[config.mk]
export PLATFORM = sky130hd
export DESIGN_NAME = dcm_multi
export DESIGN_NICKNAME = d
export VERILOG_FILES = /design/src/rtl/dcm_multi_pkg.sv /design/src/rtl/dcm_multi_chan.sv /design/src/rtl/dcm_multi.sv
export SDC_FILE = /design/constraint.sdc
export NUM_CORES = 1
export LEC_CHECK = 0
export BUFFER_PORTS_ARGS = -buffer_cell sky130_fd_sc_hd__buf_4
export CORE_ASPECT_RATIO = 0.9
export CORE_MARGIN = 8
export CORE_UTILIZATION = 40
export DETAILED_ROUTE_END_ITERATION = 10
export PLACE_DENSITY = 0.59
export SLEW_MARGIN = 25
export SYNTH_ARGS = -nofsm -noshare
export SYNTH_HDL_FRONTEND = slang
export SYNTH_HIERARCHICAL = 1
export SYNTH_SLANG_ARGS = --single-unit
[constraint.sdc]
create_clock -name clk -period 2.6 [get_ports clk]
set_clock_uncertainty 0.2 [all_clocks]
set_input_delay 0.13 -clock clk [delete_from_list [all_inputs] [get_ports clk]]
set_output_delay 0.13 -clock clk [all_outputs]
set_load 0.01 [all_outputs]
[src/rtl/dcm_multi_pkg.sv]
// dcm_pkg: shared constants, the select-field type and the terminal-count
// helper used by the dcm_multi clock divider and its channel sub-module.
//   DCM_PROG_W_DEF  : default width of a channel select field
//   DCM_RST_SEL_DEF : default select loaded into every channel at reset
//   dcm_sel_t       : select field at the default width
//   dcm_half_tc()   : half-period terminal count, 2^sel - 1
package dcm_pkg;

  localparam int DCM_PROG_W_DEF  = 3;
  localparam int DCM_RST_SEL_DEF = 0;

  typedef logic [DCM_PROG_W_DEF-1:0] dcm_sel_t;

  // A half-period lasts 2^sel cycles, so the counter wraps at 2^sel - 1.
  function automatic int unsigned dcm_half_tc(input int unsigned sel);
    return (32'd1 << sel) - 32'd1;
  endfunction

endpackage

[src/rtl/dcm_multi_chan.sv]
// dcm_chan: one programmable divider channel of dcm_multi.
// Divides clk by 2^(sel+1) with 50% duty. A new select is held pending and
// applied only at the period boundary (counter at terminal count while the
// output is high), so the output never glitches.
// Optional feature (macro DCM_MULTI_GATE_EN): input en stops the channel at
// its next boundary and holds clk_out/cnt at 0 until en returns.
// Ports:
//   clk, rst  : reference clock, async active-high reset
//   en        : channel run enable (only with DCM_MULTI_GATE_EN)
//   prog_in   : select sampled when update is high
//   update    : load strobe
//   clk_out   : divided output (registered)
//   prog_out  : active select
//   busy      : a pending select has not yet been applied
module dcm_chan
  import dcm_pkg::*;
#(
  parameter int PROG_W  = DCM_PROG_W_DEF,
  parameter int RST_SEL = DCM_RST_SEL_DEF
) (
  input  logic              clk,
  input  logic              rst,
`ifdef DCM_MULTI_GATE_EN
  input  logic              en,
`endif
  input  logic [PROG_W-1:0] prog_in,
  input  logic              update,
  output logic              clk_out,
  output logic [PROG_W-1:0] prog_out,
  output logic              busy
);

  // Largest terminal count is 2^(2^PROG_W - 1) - 1.
  localparam int CNT_W = (1 << PROG_W) - 1;

  logic [CNT_W-1:0]  cnt_reg, cnt_next;
  logic              out_reg, out_next;
  logic [PROG_W-1:0] active_reg, active_next;
  logic [PROG_W-1:0] pend_sel_reg, pend_sel_next;
  logic              pend_valid_reg, pend_valid_next;
  logic              at_tc;
  logic              boundary;

  assign at_tc    = (cnt_reg == CNT_W'(dcm_half_tc(32'(active_reg))));
  // End of the high phase: a full period is complete here.
  assign boundary = at_tc && out_reg;

`ifdef DCM_MULTI_GATE_EN
  logic stopped_reg, stopped_next;
`endif

  always_comb begin
    cnt_next        = cnt_reg;
    out_next        = out_reg;
    active_next     = active_reg;
    pend_sel_next   = pend_sel_reg;
    pend_valid_next = pend_valid_reg;

    if (at_tc) begin
      cnt_next = '0;
      out_next = ~out_reg;
    end else begin
      cnt_next = cnt_reg + CNT_W'(1);
    end

    if (boundary) begin
      // A strobe landing on the boundary bypasses the pending register.
      if (update)
        active_next = prog_in;
      else if (pend_valid_reg)
        active_next = pend_sel_reg;
      pend_valid_next = 1'b0;
    end else if (update) begin
      pend_sel_next   = prog_in;
      pend_valid_next = 1'b1;
    end

`ifdef DCM_MULTI_GATE_EN
    stopped_next = stopped_reg;
    if (stopped_reg) begin
      if (!en) begin
        // Parked at cnt=0, out=0; no toggling while disabled.
        cnt_next = cnt_reg;
        out_next = out_reg;
      end else begin
        // Resume: this cycle is the first of a fresh low phase.
        stopped_next = 1'b0;
      end
    end else if (boundary && !en) begin
      stopped_next = 1'b1;
    end
`endif
  end

  always_ff @(posedge clk or posedge rst) begin
    if (rst) begin
      cnt_reg        <= '0;
      out_reg        <= 1'b0;
      active_reg     <= PROG_W'(RST_SEL);
      pend_sel_reg   <= '0;
      pend_valid_reg <= 1'b0;
    end else begin
      cnt_reg        <= cnt_next;
      out_reg        <= out_next;
      active_reg     <= active_next;
      pend_sel_reg   <= pend_sel_next;
      pend_valid_reg <= pend_valid_next;
    end
  end

`ifdef DCM_MULTI_GATE_EN
  always_ff @(posedge clk or posedge rst) begin
    if (rst)
      stopped_reg <= 1'b0;
    else
      stopped_reg <= stopped_next;
  end
`endif

  assign clk_out  = out_reg;
  assign prog_out = active_reg;
  assign busy     = pend_valid_reg;

endmodule

[src/rtl/dcm_multi.sv]
// dcm_multi: multi-channel programmable clock divider.
// N_CH independent channels divide clk by 2^(sel+1); one extra output
// divides clk by the fixed ratio 2^FIX_LOG2. All outputs are registered
// data signals in the clk domain.
// Optional feature (macro DCM_MULTI_GATE_EN): adds ch_en to stop channels
// cleanly at their period boundary.
// Ports:
//   clk, rst  : reference clock, async active-high reset
//   ch_en     : per-channel run enable (only with DCM_MULTI_GATE_EN)
//   prog_in   : packed selects, channel i at [i*PROG_W +: PROG_W]
//   update    : per-channel load strobe
//   clk_fix   : fixed-ratio divided clock, 50% duty
//   clk_out   : programmable divided clocks
//   prog_out  : active select per channel
//   busy      : per-channel pending-select flag
module dcm_multi
  import dcm_pkg::*;
#(
  parameter int N_CH     = 2,
  parameter int PROG_W   = DCM_PROG_W_DEF,
  parameter int RST_SEL  = DCM_RST_SEL_DEF,
  parameter int FIX_LOG2 = 1
) (
  input  logic                   clk,
  input  logic                   rst,
`ifdef DCM_MULTI_GATE_EN
  input  logic [N_CH-1:0]        ch_en,
`endif
  input  logic [N_CH*PROG_W-1:0] prog_in,
  input  logic [N_CH-1:0]        update,
  output logic                   clk_fix,
  output logic [N_CH-1:0]        clk_out,
  output logic [N_CH*PROG_W-1:0] prog_out,
  output logic [N_CH-1:0]        busy
);

  // The counter MSB flips exactly when the lower bits are all ones,
  // which is the fixed output itself.
  logic [FIX_LOG2-1:0] fix_cnt_reg;

  always_ff @(posedge clk or posedge rst) begin
    if (rst)
      fix_cnt_reg <= '0;
    else
      fix_cnt_reg <= fix_cnt_reg + FIX_LOG2'(1);
  end

  assign clk_fix = fix_cnt_reg[FIX_LOG2-1];

  for (genvar gi = 0; gi < N_CH; gi++) begin : g_ch
    dcm_chan #(
      .PROG_W  (PROG_W),
      .RST_SEL (RST_SEL)
    ) u_chan (
      .clk      (clk),
      .rst      (rst),
`ifdef DCM_MULTI_GATE_EN
      .en       (ch_en[gi]),
`endif
      .prog_in  (prog_in[gi*PROG_W +: PROG_W]),
      .update   (update[gi]),
      .clk_out  (clk_out[gi]),
      .prog_out (prog_out[gi*PROG_W +: PROG_W]),
      .busy     (busy[gi])
    );
  end

endmodule

# After elaboration in Yosys (flattened, before gate mapping)
# Cells that the tools add are included.
# Widths: inputs -> output; s select.
[totals]
ff_bits = 31
latchBits = 0
mem_bits_rw = 0
romBits = 0
inputBits = 10
output_inout_bits = 11
wordCells = 44
n_memories = 0
[op_classes]
addsub = 5
multipliers = 0
div_mod_pow = 0
n_lt_le_gt_ge = 0
n_eq_ne = 2
shift = 2
mux = 10
bitwise_logic = 4
reduce_logical = 10
[op_table]
columns = ["op", "n"]
rows = [
  ["$add 7x1->7 const B", 2],
  ["$eq 7x7->1", 2],
  ["$mux 7", 2],
  ["$shl 1x3->7 const A", 2],
  ["$sub 7x1->7 const B", 2],
  ["$mux 3", 4],
  ["$reduce_and 2->1", 4],
  ["$reduce_bool 2->1", 4],
  ["$mux 1", 4],
  ["$not 1->1", 4],
  ["$logic_and 1x1->1", 2],
  ["$add 1x1->1 const B", 1],
]

# Logic depth before layout (Yosys ltp)
[logic_depth]
ltp_word = 6
mapped_depth = 7
mapped_depth_nobuf = 5

# Hierarchy
# The synthesis kept the hierarchy.
[modules_own_cells]
columns = ["module", "instances", "cells_each", "area_per_inst_um2"]
rows = [
  ["dcm_chan", 2, 100, 945.9],
  ["dcm_multi", 1, 3, 32.5],
]

# Worst setup path after synthesis
# OpenSTA, ideal clock, no wires.
[synth_path]
path_kind = "reg2reg"
start = "register g_ch[0].u_chan.active_reg[2]"
end = "register g_ch[0].u_chan.active_reg[0]"
setup_time_ns = 0.125
arrival_time_ns = 1.843
required_time_ns = 2.275
setup_slack_ns = 0.432
stages_incl_launch_ff = 8
path_buffers = 2
path_cell_list = "dfrtp_1 buf_6 nor4_1 a211oi_1 or2_1 buf_6 a211o_4 mux2_4"
[synth_via]
elab_chain_cells = 5
[synth_lines]
columns = ["item", "line", "source"]
rows = [
  ["start, declared", "dcm_multi_chan.sv:38", "logic [PROG_W-1:0] active_reg, active_next;"],
  ["start signal, assigned", "dcm_multi_chan.sv:99", "active_reg <= PROG_W'(RST_SEL);"],
  ["start signal, assigned", "dcm_multi_chan.sv:105", "active_reg <= active_next;"],
  ["$shl 1x3->7", "dcm_multi_pkg.sv:16", "return (32'd1 << sel) - 32'd1;"],
  ["$sub 7x1->7", "dcm_multi_pkg.sv:16", ""],
  ["$eq 7x7->1", "dcm_multi_chan.sv:44", "assign at_tc = (cnt_reg == CNT_W'(dcm_half_tc(32'(active_reg))));"],
  ["$logic_and 1x1->1", "dcm_multi_chan.sv:46", "assign boundary = at_tc && out_reg;"],
  ["$reduce_and 2->1 (no line)", "--", ""],
]
# Every way passes these cells.
# A chain may end at the register's enable or synchronous reset.

# Final worst setup path
# Same ends and word-level chain as after synthesis.

==> flow_metrics.env <==
export IMPL_dp_cells=276
export IMPL_setup_viol=0
export IMPL_via_count=1462
export IMPL_synthArstFlopShare_pct=100
export IMPL_wl_met2_um=1620
export IMPL_synth_edff_count=0
export IMPL_io_buffers=20
export IMPL_yosys_area_top_type_share_pct=40.3
export IMPL_yosysSeqAreaShare_pct=40.3
export IMPL_p_leak_nw=0.947
export IMPL_yosys_top_cells_count="31 x dfrtp_1, 28 x nand2_1, 22 x nor2_1"
export IMPL_syn_area_sq_um=1920
export IMPL_diodes=0
export IMPL_maxCapViolCount=0
export IMPL_cts_sinks=31
export IMPL_finalWirelength_um=3930
export IMPL_cts_tree="yes"
export IMPL_cts_made_buffers=5
export IMPL_ys_flop_type="dfrtp_1"
export IMPL_multi_input_area_sq_um=1040
export IMPL_layout_nets=239
export IMPL_wl_met1_um=2100
export IMPL_synth_area_leaders="dfrtp_1 40%, nand2_1 5.5%, mux2_4 4.7%, xnor2_1 4.6%, nor2_1 4.3%"
export IMPL_synthToLayoutAreaGrowth_pct=15.7
export IMPL_ys_types=34
export IMPL_grt_max_degree=16
export IMPL_layout_cells_non_filler=291
export IMPL_fin_crit_ps=2230
export IMPL_fillers=498
export IMPL_dieArea_sq_um=7290
export IMPL_dp_hpwl_um=2820
export IMPL_first_global_vias=1400
export IMPL_end_kind="register"
export IMPL_wl_per_cell_um=13.5
export IMPL_avgSynthCellArea_sq_um=9.48
export IMPL_cts_hold_fix_buffers=9
export IMPL_yosysTopAreaCell="dfrtp_1"
export IMPL_hold_viol_final=0
export IMPL_htreeDepth=2
export IMPL_irDropWorstVdd_mv=0.433
export IMPL_min_path_type="in2async"
export IMPL_power_density_nw_per_um2=1130
export IMPL_fin_crit_sh_pct=85.9
export IMPL_dr_pass1_iters=4
export IMPL_postRouteAntennaNets=0
export IMPL_clkTransAtPathRegs_ps=60
export IMPL_synth_cells=203
export IMPL_antenna_found_initial=0
export IMPL_highest_layer="met4"
export IMPL_synth_seq_cells=31
export IMPL_tightest_slew_ps=603
export IMPL_crit_fanout=11
export IMPL_slew_headroom_pct=59.7
export IMPL_ios=21
export IMPL_slew_viol_final=0
export IMPL_cp_required_ps=2560
export IMPL_grt_first_pass_wirelength_um=7000
export IMPL_wl_met3_um=123
export IMPL_fmax_mhz=448
export IMPL_viasPerCell=5.02
export IMPL_die_height_um=81.8
export IMPL_grt_usage_pct=12.5
export IMPL_fin_tns_setup_ps=0
export IMPL_clock_latency_ps=280
export IMPL_yosysMostFrequentCell="dfrtp_1"
export IMPL_cts_repair_resized=0
export IMPL_largest_reg_flops=14
export IMPL_status="completed"
export IMPL_post_cts_setup_buffers=0
export IMPL_rsz0062_at_grt="false"
export IMPL_root_buffer="clkbuf_8"
export IMPL_yosysWarnings=6
export IMPL_gp_congestion=0.829
export IMPL_clockBufferDepth=2
export IMPL_die_x_um=89.1
export IMPL_core_sq_um=4740
export IMPL_critPathKind="reg2reg"
export IMPL_grt_ovfl_total=0
export IMPL_start_kind="register"
export IMPL_first_iter_violations=64
export IMPL_drive_above_1_share_pct=16.4
export IMPL_seq_area_sq_um=776
export IMPL_syn_nets=215
export IMPL_start_util_pct=40.6
export IMPL_worst_ep_arrival_time_ps=2200
export IMPL_route_detailed_drc=0
export IMPL_num_rows=24
layout by cell type, fill, tap and decap left out, types with 4 or more instances in the layout:
master and instances:
dfrtp_1 31, nand2_1 28, nor2_1 22, buf_4 20, xnor2_1 10, dlygate4sd3_1 9
nor2b_1 8, nand2b_1 6, mux2_4 6, nand3b_1 6, a31oi_1 6, o2111ai_1 6
o211ai_1 6, xor2_1 6, clkbuf_8 5, inv_1 4, nor4_1 4, a21oi_1 4
and3_1 4, o21ai_0 4, nand3_1 4
where the power goes:
group | internal [mW] | switching (mW) | total (mW)
registers | 0.688 | 0.336 | 1.02
clock network | 0.178 | 0.167 | 0.345
logic | 0.580 | 0.556 | 1.14
logic make-up (layout without fill, tap and decap cells):
logic type	after synthesis	after routing	share of synthesized area, %
AO/OA/AOI/OAI	42	42	16.6
XOR/XNOR	16	16	7.28
adder cells (fa/ha/maj)	2	2	1.30
buffers and inverters	16	39	5.59
flip-flops	31	31	40.3
multiplexers	6	6	4.68
AND/OR/NAND/NOR	90	90	24.2
layer usage:
| metal | global-route usage, % | vias to the layer above |
|---|---|---|
| met2 | 16.7 | 19 |
| met1 | 18.1 | 679 |
| met4 | 6.47 | 0 |
| li1 | - | 758 |
| met5 | 0 | - |
| met3 | 3.00 | 6 |
path summary, 6_finish.rpt:
kind / start / endpoint / slack, ps / depth (start not counted)
setup / recovery: g_ch[0].u_chan/prog_out[2]$_DFFE_PP0P_ / g_ch[0].u_chan/prog_out[0]$_DFFE_PP0P_ / 370 / 5
hold / removal: rst / clk_fix$_DFF_PP0_ / 70 / 3
setup reg to reg: g_ch[0].u_chan/prog_out[2]$_DFFE_PP0P_ / g_ch[0].u_chan/prog_out[0]$_DFFE_PP0P_ / 370 / 5
hold reg to reg: clk_fix$_DFF_PP0_ / clk_fix$_DFF_PP0_ / 230 / 1
max in group asynchronous: rst / g_ch[0].u_chan/cnt_reg[1]$_DFF_PP0_ / 1500 / 3
min in group clk: clk_fix$_DFF_PP0_ / clk_fix$_DFF_PP0_ / 230 / 1
critical path, cell delays in order, from the launching register on:
cell and delay (ps):
dfrtp_1 560, nor4bb_1 270, a211oi_1 100, or2_1 330, a211o_4 370, mux2_4 300
metrics by stage:
| stage | hold slack [ps] | utilization (%) | cell area (sq um) | total power [mW] | setup WS (ps) |
|---|---|---|---|---|---|
| floorplan | -341 | - | 1920 | 1.95 | 432 |
| global placement | -212 | 43.5 | 2060 | 2.15 | 428 |
| detailed placement | -211 | 43.5 | 2060 | 2.16 | 371 |
| CTS | 44.9 | 46.9 | 2230 | 2.53 | 364 |
| global route | 78.2 | 46.9 | 2230 | 2.74 | 261 |
| finish | 66.2 | 46.9 | 2230 | 2.51 | 367 |
area by class of cell:
type                            instances  share of cell area (%)
Multi-Input combinational cell        156                    46.8
Sequential cell                        31                    34.9
Timing Repair Buffer                   29                    10.8
Tap cell                               65                    3.65
Clock buffer                            6                    3.26
Inverter                                4                   0.675
Power figures use the tool's default switching activity.
